<file path="src/rtl/uart_tx_frame.sv">
// rtl/uart_tx_frame.sv - UART frame transmitter: start, LSB-first data, optional parity, stop.
// Optional build macro UART_TX_STOP2_EN selects two stop bits instead of one.
module uart_tx_frame #(
  parameter int DATA_WIDTH = 8
) (
  input  logic                  CLK,
  input  logic                  RST,
  input  logic [DATA_WIDTH-1:0] P_DATA,
  input  logic                  DATA_VALID,
  input  logic                  PAR_EN,
  input  logic                  PAR_TYP,
  output logic                  TX_OUT,
  output logic                  BUSY
);

  localparam int CNT_W = (DATA_WIDTH > 1) ? $clog2(DATA_WIDTH) : 1;

  localparam logic [2:0] S_IDLE   = 3'd0;
  localparam logic [2:0] S_START  = 3'd1;
  localparam logic [2:0] S_DATA   = 3'd2;
  localparam logic [2:0] S_PARITY = 3'd3;
  localparam logic [2:0] S_STOP   = 3'd4;

  localparam logic [CNT_W-1:0] CNT_LAST = CNT_W'(DATA_WIDTH - 1);
`ifdef UART_TX_STOP2_EN
  localparam logic [CNT_W-1:0] STOP_LAST = CNT_W'(1);
`else
  localparam logic [CNT_W-1:0] STOP_LAST = '0;
`endif

  logic [2:0]            state_q, state_d;
  logic [DATA_WIDTH-1:0] shift_q, shift_d;
  logic [CNT_W-1:0]      cnt_q, cnt_d;
  logic                  par_en_q, par_en_d;
  logic                  par_typ_q, par_typ_d;
  logic                  par_xor_q, par_xor_d;
  logic                  tx_q, tx_d;
  logic                  busy_q, busy_d;

  always_comb begin
    state_d   = state_q;
    shift_d   = shift_q;
    cnt_d     = cnt_q;
    par_en_d  = par_en_q;
    par_typ_d = par_typ_q;
    par_xor_d = par_xor_q;
    case (state_q)
      S_IDLE: begin
        // Requests outside IDLE are dropped; only this branch samples the inputs.
        if (DATA_VALID) begin
          shift_d   = P_DATA;
          par_en_d  = PAR_EN;
          par_typ_d = PAR_TYP;
          par_xor_d = ^P_DATA;
          state_d   = S_START;
        end
      end
      S_START: begin
        cnt_d   = '0;
        state_d = S_DATA;
      end
      S_DATA: begin
        shift_d = shift_q >> 1;
        if (cnt_q == CNT_LAST) begin
          cnt_d   = '0;
          state_d = par_en_q ? S_PARITY : S_STOP;
        end else begin
          cnt_d = cnt_q + CNT_W'(1);
        end
      end
      S_PARITY: begin
        cnt_d   = '0;
        state_d = S_STOP;
      end
      S_STOP: begin
        if (cnt_q == STOP_LAST) begin
          cnt_d   = '0;
          state_d = S_IDLE;
        end else begin
          cnt_d = cnt_q + CNT_W'(1);
        end
      end
      default: begin
        cnt_d   = '0;
        state_d = S_IDLE;
      end
    endcase
  end

  // Line level is decoded from the current state and registered, so it trails the state by one edge.
  always_comb begin
    tx_d   = 1'b1;
    busy_d = (state_q != S_IDLE);
    case (state_q)
      S_START:  tx_d = 1'b0;
      S_DATA:   tx_d = shift_q[0];
      S_PARITY: tx_d = par_xor_q ^ par_typ_q;
      default:  tx_d = 1'b1;
    endcase
  end

  always_ff @(posedge CLK or posedge RST) begin
    if (RST) begin
      state_q   <= S_IDLE;
      shift_q   <= '0;
      cnt_q     <= '0;
      par_en_q  <= 1'b0;
      par_typ_q <= 1'b0;
      par_xor_q <= 1'b0;
      tx_q      <= 1'b1;
      busy_q    <= 1'b0;
    end else begin
      state_q   <= state_d;
      shift_q   <= shift_d;
      cnt_q     <= cnt_d;
      par_en_q  <= par_en_d;
      par_typ_q <= par_typ_d;
      par_xor_q <= par_xor_d;
      tx_q      <= tx_d;
      busy_q    <= busy_d;
    end
  end

  assign TX_OUT = tx_q;
  assign BUSY   = busy_q;

endmodule

</file>
<file path="config.mk">
export PLATFORM = sky130hd
export DESIGN_NAME = uart_tx_frame
export DESIGN_NICKNAME = d
export VERILOG_FILES = /design/src/rtl/uart_tx_frame.sv
export SDC_FILE = /design/constraint.sdc
export NUM_CORES = 1
export LEC_CHECK = 0
export ABC_CLOCK_PERIOD_IN_PS = 1700
export CAP_MARGIN = 20
export CORE_MARGIN = 5
export CORE_UTILIZATION = 25
export DETAILED_ROUTE_END_ITERATION = 12
export SETUP_SLACK_MARGIN = 0.02
export SYNTH_ARGS = -nofsm -noshare
export SYNTH_HDL_FRONTEND = slang
export SYNTH_SLANG_ARGS = --single-unit
</file>
<file path="constraint.sdc">
create_clock -name CLK -period 1.7 [get_ports CLK]
set_input_delay 0.17 -clock CLK [delete_from_list [all_inputs] [get_ports CLK]]
set_output_delay 0.17 -clock CLK [all_outputs]
set_load 0.05 [all_outputs]
</file>
==> results of run 1 <==
-- metal layers --
| metal | GRT usage, % | part of all wire (%) |
|---|---|---|
| met5 | 0 | 0 |
| met4 | 3.28 | 1.8 |
| met3 | 3.58 | 4.9 |
| met2 | 12.3 | 46 |
| met1 | 11.2 | 47 |
-- logic make-up after synthesis --
logic type | synth area share [%]
compound gates | 17.6
simple gates | 12.5
xor+xnor | 7.01
mux | 2.00
flops | 47.7
fa+ha+maj | 3.76
buf+inv | 9.39
-- power by group through the flow --
stage | Sequential, mW | Combinational [mW] | Clock [mW]
final | 0.886 | 0.913 | 0.314
after global routing | 0.910 | 1.04 | 0.343
after CTS | 0.882 | 0.926 | 0.320
after detailed placement | 0.892 | 0.923 | 0
after global placement | 0.874 | 0.880 | 0
after floorplan | 0.855 | 0.754 | 0
-- final timing paths --
path / endpoint / slack (ns)
max: BUSY / 0.14
max reg2reg: cnt_q[0]$_DFFE_PP0P_ / 0.19
min in group CLK: par_en_q$_DFFE_PP0P_ / 0.47
min reg2reg: par_xor_q$_DFFE_PP0P_ / 0.51
min: BUSY$_DFF_PP0_ / 0.23
max in group asynchronous: TX_OUT$_DFF_PP1_ / 1.21
-- through the flow --
step | setup slack (ns) | instance area, um2 | total power [mW] | cells | hold slack, ns
4_1_cts | 0.127 | 1220 | 2.13 | 170 | 0.235
3_5_place_dp | 0.186 | 1180 | 1.81 | 166 | 0.494
6_report | 0.141 | 1220 | 2.11 | 170 | 0.226
2_1_floorplan | 0.371 | 1000 | 1.61 | 104 | 0.120
3_3_place_gp | 0.319 | 1180 | 1.75 | 166 | 0.487
5_1_grt | 0.0811 | 1220 | 2.29 | 170 | 0.252
-- worst register-to-register path: cells and delay by family (launching register included) --
family	cells	cell delay, ns
compound gates	2	0.25
fa+ha+maj	2	0.44
flops	1	0.43
simple gates	2	0.32
-- cell usage after synthesis, types with 2 or more instances --
cell     count
dfrtp_1     18
inv_1       13
a21oi_1     12
nand2_1      8
xnor2_1      8
o22ai_1      7
nor2_1       6
o21ai_1      4
buf_6        3
ha_1         3
a21o_1       2
mux2i_1      2
nand2_2      2
-- layout make-up --
type / count / area [um2] / share of cell area (%)
sequential: 19 / 477 / 39.0
clock inverter: 1 / 5.00 / 0.409
multi-input combinational: 67 / 429 / 35.1
timing repair buffer: 16 / 153 / 12.5
clock buffer: 3 / 41.3 / 3.38
tap: 50 / 62.6 / 5.12
inverter: 14 / 55.1 / 4.50
-- sequential cells by signal (all words and copies together) (netlist names) --
register and cells:
BUSY 1, TX_OUT 1, cnt_q 3, par_en_q 1, par_typ_q 1, par_xor_q 1, shift_q 8, state_q 3
==> metrics.cfg, run 1 <==
[die]
die_w_um = 73.2
die_height_um = 73.2
die-area_um2 = 5360
core-area_um2 = 3940
ios = 15
core.rowCount = 23
start_util_pct = 25.4

[yosys]
seq_area_frac_synth_pct = 47.7
yosys.area.top_type = dfrtp_1
syn_inst = 104
synth_top_cell_area_share_pct = 45.1
yosysWarnings = 0
ys.flop_type = dfrtp_1
synth_area_um2 = 1000
synth.area.top_cells = dfrtp_1 (45%), xnor2_1 (7.0%), a21oi_1 (6.0%)
synth-seq-cells = 19
synth_edf_count = 0
synth.distinct_cells = 29
postSynth.asyncResetShare_pct = 100
avgSynthCellArea_um2 = 9.61
syn_nets = 120

[timing]
fin_crit_sh_pct = 91.7
final.min_clock_period_ns = 1.56
rsz0062_at_grt = false
clock_skew_ns = 0.00158
report.final.slew_viol_count = 0
tightestPinTransition_ns = 0.500
fin_tns_setup_ns = 0
fmax_mhz = 642
slew-limit-headroom_pct = 66.6
hold_violations = 0
setup_viol = 0

[placed_design]
gp_congestion = 0.741
place_hpwl_um = 1520
place.port_buffers = 14

[power]
power_density_nw_per_um2 = 1730
power_switching_uw = 872
seqPwrFrac_pct = 41.9
p_leak_nw = 0.565
power_frac_clock_pct = 14.9
ir_drop_v = 0.000735
internal_power_mw = 1.24
p_comb_share_pct = 43.2
netSwitchingFraction_pct = 41.3

[routing]
drtIter0Drc = 38
vias = 754
postRouteAntennaNets = 0
wire_per_inst_um = 12.0
drtPass1Iterations = 4
viasPerCell = 4.44
wl_um = 2040
drcViolationCount = 0

[setup_path]
cp_cell_sequence = clkdlybuf4s50_1
timing_worst_setup_path_type = flop to output port
start_kind = flop
crit_fanout = 1
reg2reg_from = cnt_q[0]$_DFFE_PP0P_
crit_family = buffers and inverters
endpoint_kind = output port
cp.depth = 1
cpPeakStageDelay_ns = 0.80
crit_start = BUSY$_DFF_PP0_
crit_required_ns = 1.53
worst_ep_arrival_time_ns = 1.39
r2r_cells = 6
crit_slowest_cell = clkdlybuf4s50_1
worst-path-buf-inv = 1

[finish]
diodes = 0
final_common_cell = dfrtp_1
final_cell_mix = dfrtp_1 (18), inv_1 (13), clkdlybuf4s50_1 (13)
n_fill_cell = 404
layout-area-overhead-vs-synth_pct = 22.3
drive_gt1_share_pct = 10.0
layout.nets = 137
fin_util_pct = 31.0

[global_routing]
antenna_found_initial = 0
grt.overflow.total = 0
grt_max_degree = 20
track_usage_pct = 8.52
grt_pass1_vias = 766
grt_pass1_wl_um = 3490

[clock_network]
htreeDepth = 1
cts_sinks = 19
cts_hold_buf = 0
cts_tree = yes
clock-root-buffer = clkbuf_8
post_cts_buffers = 0
cts_buffers = 3
cts_max_path_buffers = 2
cts_resized = 0
path_clk_slew_ns = 0.07
clk_latency_ns = 0.25

[job]
drv_cap = 0

[outcome]
status = complete, no violations

[min_path]
min_path_type = primary input to asynchronous set/reset pin

Note: power is estimated with default switching activity, not from simulation.
==> run 2: changes to the inputs <==
--- a/config.mk
+++ b/config.mk
@@ -6,7 +6,7 @@
 export NUM_CORES = 1
 export LEC_CHECK = 0
 export ABC_CLOCK_PERIOD_IN_PS = 1700
-export CAP_MARGIN = 20
+export CAP_MARGIN = 30
 export CORE_MARGIN = 5
 export CORE_UTILIZATION = 25
 export DETAILED_ROUTE_END_ITERATION = 12
==> results of run 2 <==
The final DEF is identical to that of run 1; final timing and power are the same.
==> run 3: changes to the inputs <==
--- a/config.mk
+++ b/config.mk
@@ -8,9 +8,10 @@
 export ABC_CLOCK_PERIOD_IN_PS = 1700
 export CAP_MARGIN = 30
 export CORE_MARGIN = 5
-export CORE_UTILIZATION = 25
+export CORE_UTILIZATION = 52
 export DETAILED_ROUTE_END_ITERATION = 12
-export SETUP_SLACK_MARGIN = 0.02
+export PLACE_DENSITY = 0.77
+export SETUP_SLACK_MARGIN = 0.05
 export SYNTH_ARGS = -nofsm -noshare
 export SYNTH_HDL_FRONTEND = slang
 export SYNTH_SLANG_ARGS = --single-unit
==> run 3 against run 2 <==
Compared with the run above: die area down 46%; maximum frequency decreased by 2.6%; combinational power shrank 3.5%; clock skew down 0.00096 ns.
==> metrics.cfg, run 3 (synthesized netlist as in run 1, its figures left out) <==
[outcome]
status = complete, no violations  ; unchanged

[setup_path]
start_kind = flop  ; unchanged
worst_ep_arrival_time_ns = 1.43  ; was 1.39 ns
crit_family = buffers and inverters  ; unchanged
worst-path-buf-inv = 1  ; unchanged
crit_slowest_cell = clkdlybuf4s50_1  ; unchanged
crit_required_ns = 1.53  ; about the same
timing_worst_setup_path_type = flop to output port  ; unchanged
cpPeakStageDelay_ns = 0.79  ; was 0.80 ns
r2r_cells = 6  ; unchanged
crit_fanout = 1  ; unchanged
reg2reg_from = cnt_q[0]$_DFFE_PP0P_  ; unchanged
cp_cell_sequence = clkdlybuf4s50_1  ; unchanged
rrSetupSlack_ns = 0.25  ; was 0.19 ns
endpoint_kind = output port  ; unchanged
r2r-end = cnt_q[2]$_DFFE_PP0P_  ; was cnt_q[0]$_DFFE_PP0P_

[clock_network]
cts_tree = yes  ; unchanged
clk_latency_ns = 0.30  ; was 0.25 ns
cts_sinks = 19  ; unchanged
cts_max_path_buffers = 2  ; unchanged
cts_resized = 0  ; unchanged
cts_buffers = 3  ; unchanged
cts_hold_buf = 0  ; unchanged
htreeDepth = 1  ; unchanged
post_cts_buffers = 0  ; unchanged
path_clk_slew_ns = 0.10  ; was 0.07 ns
clock-root-buffer = clkbuf_4  ; was clkbuf_8

[global_routing]
grt_pass1_vias = 742  ; was 766
grt_max_degree = 20  ; unchanged
grt.overflow.total = 0  ; unchanged
grt_pass1_wl_um = 3190  ; was 3490 um
antenna_found_initial = 0  ; unchanged
track_usage_pct = 15.5  ; was 8.52%

[finish]
biggestRegsByFlops = shift_q (8), cnt_q (3), state_q (3)  ; unchanged
final_cell_mix = dfrtp_1 (18), inv_1 (13), clkdlybuf4s50_1 (13)  ; unchanged
largest_register_ffs = 8  ; unchanged
drive_gt1_share_pct = 8.40  ; was 10.0%
layout.nets = 136  ; was 137
final_common_cell = dfrtp_1  ; unchanged
n_fill_cell = 148  ; was 404
regMostFlops = shift_q  ; unchanged
layout-area-overhead-vs-synth_pct = 16.4  ; was 22.3%
diodes = 0  ; unchanged

[placed_design]
gp_congestion = 0.775  ; was 0.741
place.port_buffers = 14  ; unchanged
place_hpwl_um = 1320  ; was 1520 um

[routing]
viasPerCell = 5.24  ; was 4.44
drcViolationCount = 0  ; unchanged
wl_um = 1820  ; was 2040 um
drtPass1Iterations = 4  ; unchanged
drtIter0Drc = 13  ; was 38
postRouteAntennaNets = 0  ; unchanged
wire_per_inst_um = 12.6  ; was 12.0 um
vias = 754  ; unchanged

[timing]
rsz0062_at_grt = false  ; unchanged
slew-limit-headroom_pct = 67.0  ; was 66.6%
fmax_mhz = 625  ; was 642 MHz
fin_tns_setup_ns = 0  ; unchanged
hold_violations = 0  ; unchanged
fin_crit_sh_pct = 94.1  ; was 91.7%
final.min_clock_period_ns = 1.60  ; was 1.56 ns
setup_viol = 0  ; unchanged
clock_skew_ns = 0.000627  ; was 0.00158 ns
tightestPinTransition_ns = 0.494  ; was 0.500 ns
report.final.slew_viol_count = 0  ; unchanged

[power]
total_power_mw = 1.99  ; was 2.11 mW
ir_drop_v = 0.000901  ; was 0.000735 V
power_density_nw_per_um2 = 1710  ; was 1730 nW/um2
p_leak_nw = 0.550  ; was 0.565 nW

[die]
core.rowCount = 15  ; was 23
die_height_um = 53.8  ; was 73.2 um
start_util_pct = 56.1  ; was 25.4%
die_w_um = 53.8  ; was 73.2 um
core-area_um2 = 1780  ; was 3940 um2
ios = 15  ; unchanged
die-area_um2 = 2900  ; was 5360 um2

[job]
drv_cap = 0  ; unchanged

[min_path]
min_path_type = primary input to asynchronous set/reset pin  ; unchanged

==> run 3: cell count changes in the layout (fill, tap and decap cells not counted), sizes merged <==
cell    before  now
buf          3    2
clkinv       1    0
clkbuf       3    4
==> run 3: worst max-delay path by stage <==
stage / from / end / slack [ns] / cells past startpoint
2_1_floorplan: cnt_q[0]$_DFFE_PP0P_ / cnt_q[2]$_DFFE_PP0P_ / 0.37 / 6
3_3_place_gp: cnt_q[0]$_DFFE_PP0P_ / cnt_q[2]$_DFFE_PP0P_ / 0.31 / 6
3_5_place_dp: cnt_q[0]$_DFFE_PP0P_ / cnt_q[2]$_DFFE_PP0P_ / 0.25 / 6
4_1_cts: BUSY$_DFF_PP0_ / BUSY / 0.1 / 1
5_1_grt: BUSY$_DFF_PP0_ / BUSY / 0.06 / 1
6_report: BUSY$_DFF_PP0_ / BUSY / 0.10 / 1
==> run 3: stage by stage <==
step                setup slack (ns)  util, %  hold WS (ns)  std cells  instance area (um2)
detailed placement             0.246     63.8         0.495        140                 1140
finish                         0.100     65.3         0.166        144                 1160
global route                  0.0555     65.3         0.166        144                 1160
global placement               0.314     63.8         0.482        140                 1140
floorplan                      0.371        -         0.120        104                 1000
CTS                           0.0976     65.3         0.175        144                 1160
==> run 3: area by class of cell <==
class                      count  area [um2]  area share [%]
timing repair buffer          15         145            12.5
clock buffer                   4        26.3            2.26
multi-input combinational     67         429            36.9
sequential                    19         477            41.0
tap                           25        31.3            2.69
inverter                      14        55.1            4.73
==> run 3: metal layers <==
metal | up-vias | wire length [um] | track usage (%)
met1 | 349 | 835 | 18.6
met4 | 0 | 31 | 5.11
met5 | - | 0 | 0
met3 | 5 | 118 | 5.82
met2 | 17 | 832 | 25.4
li1 | 383 | - | -
==> run 3: report_power, final <==
group          total [mW]  internal, mW  switching (mW)
Sequential          0.880         0.665           0.215
Combinational       0.881         0.393           0.488
Clock               0.228        0.0916           0.136
Total                1.99          1.15           0.839
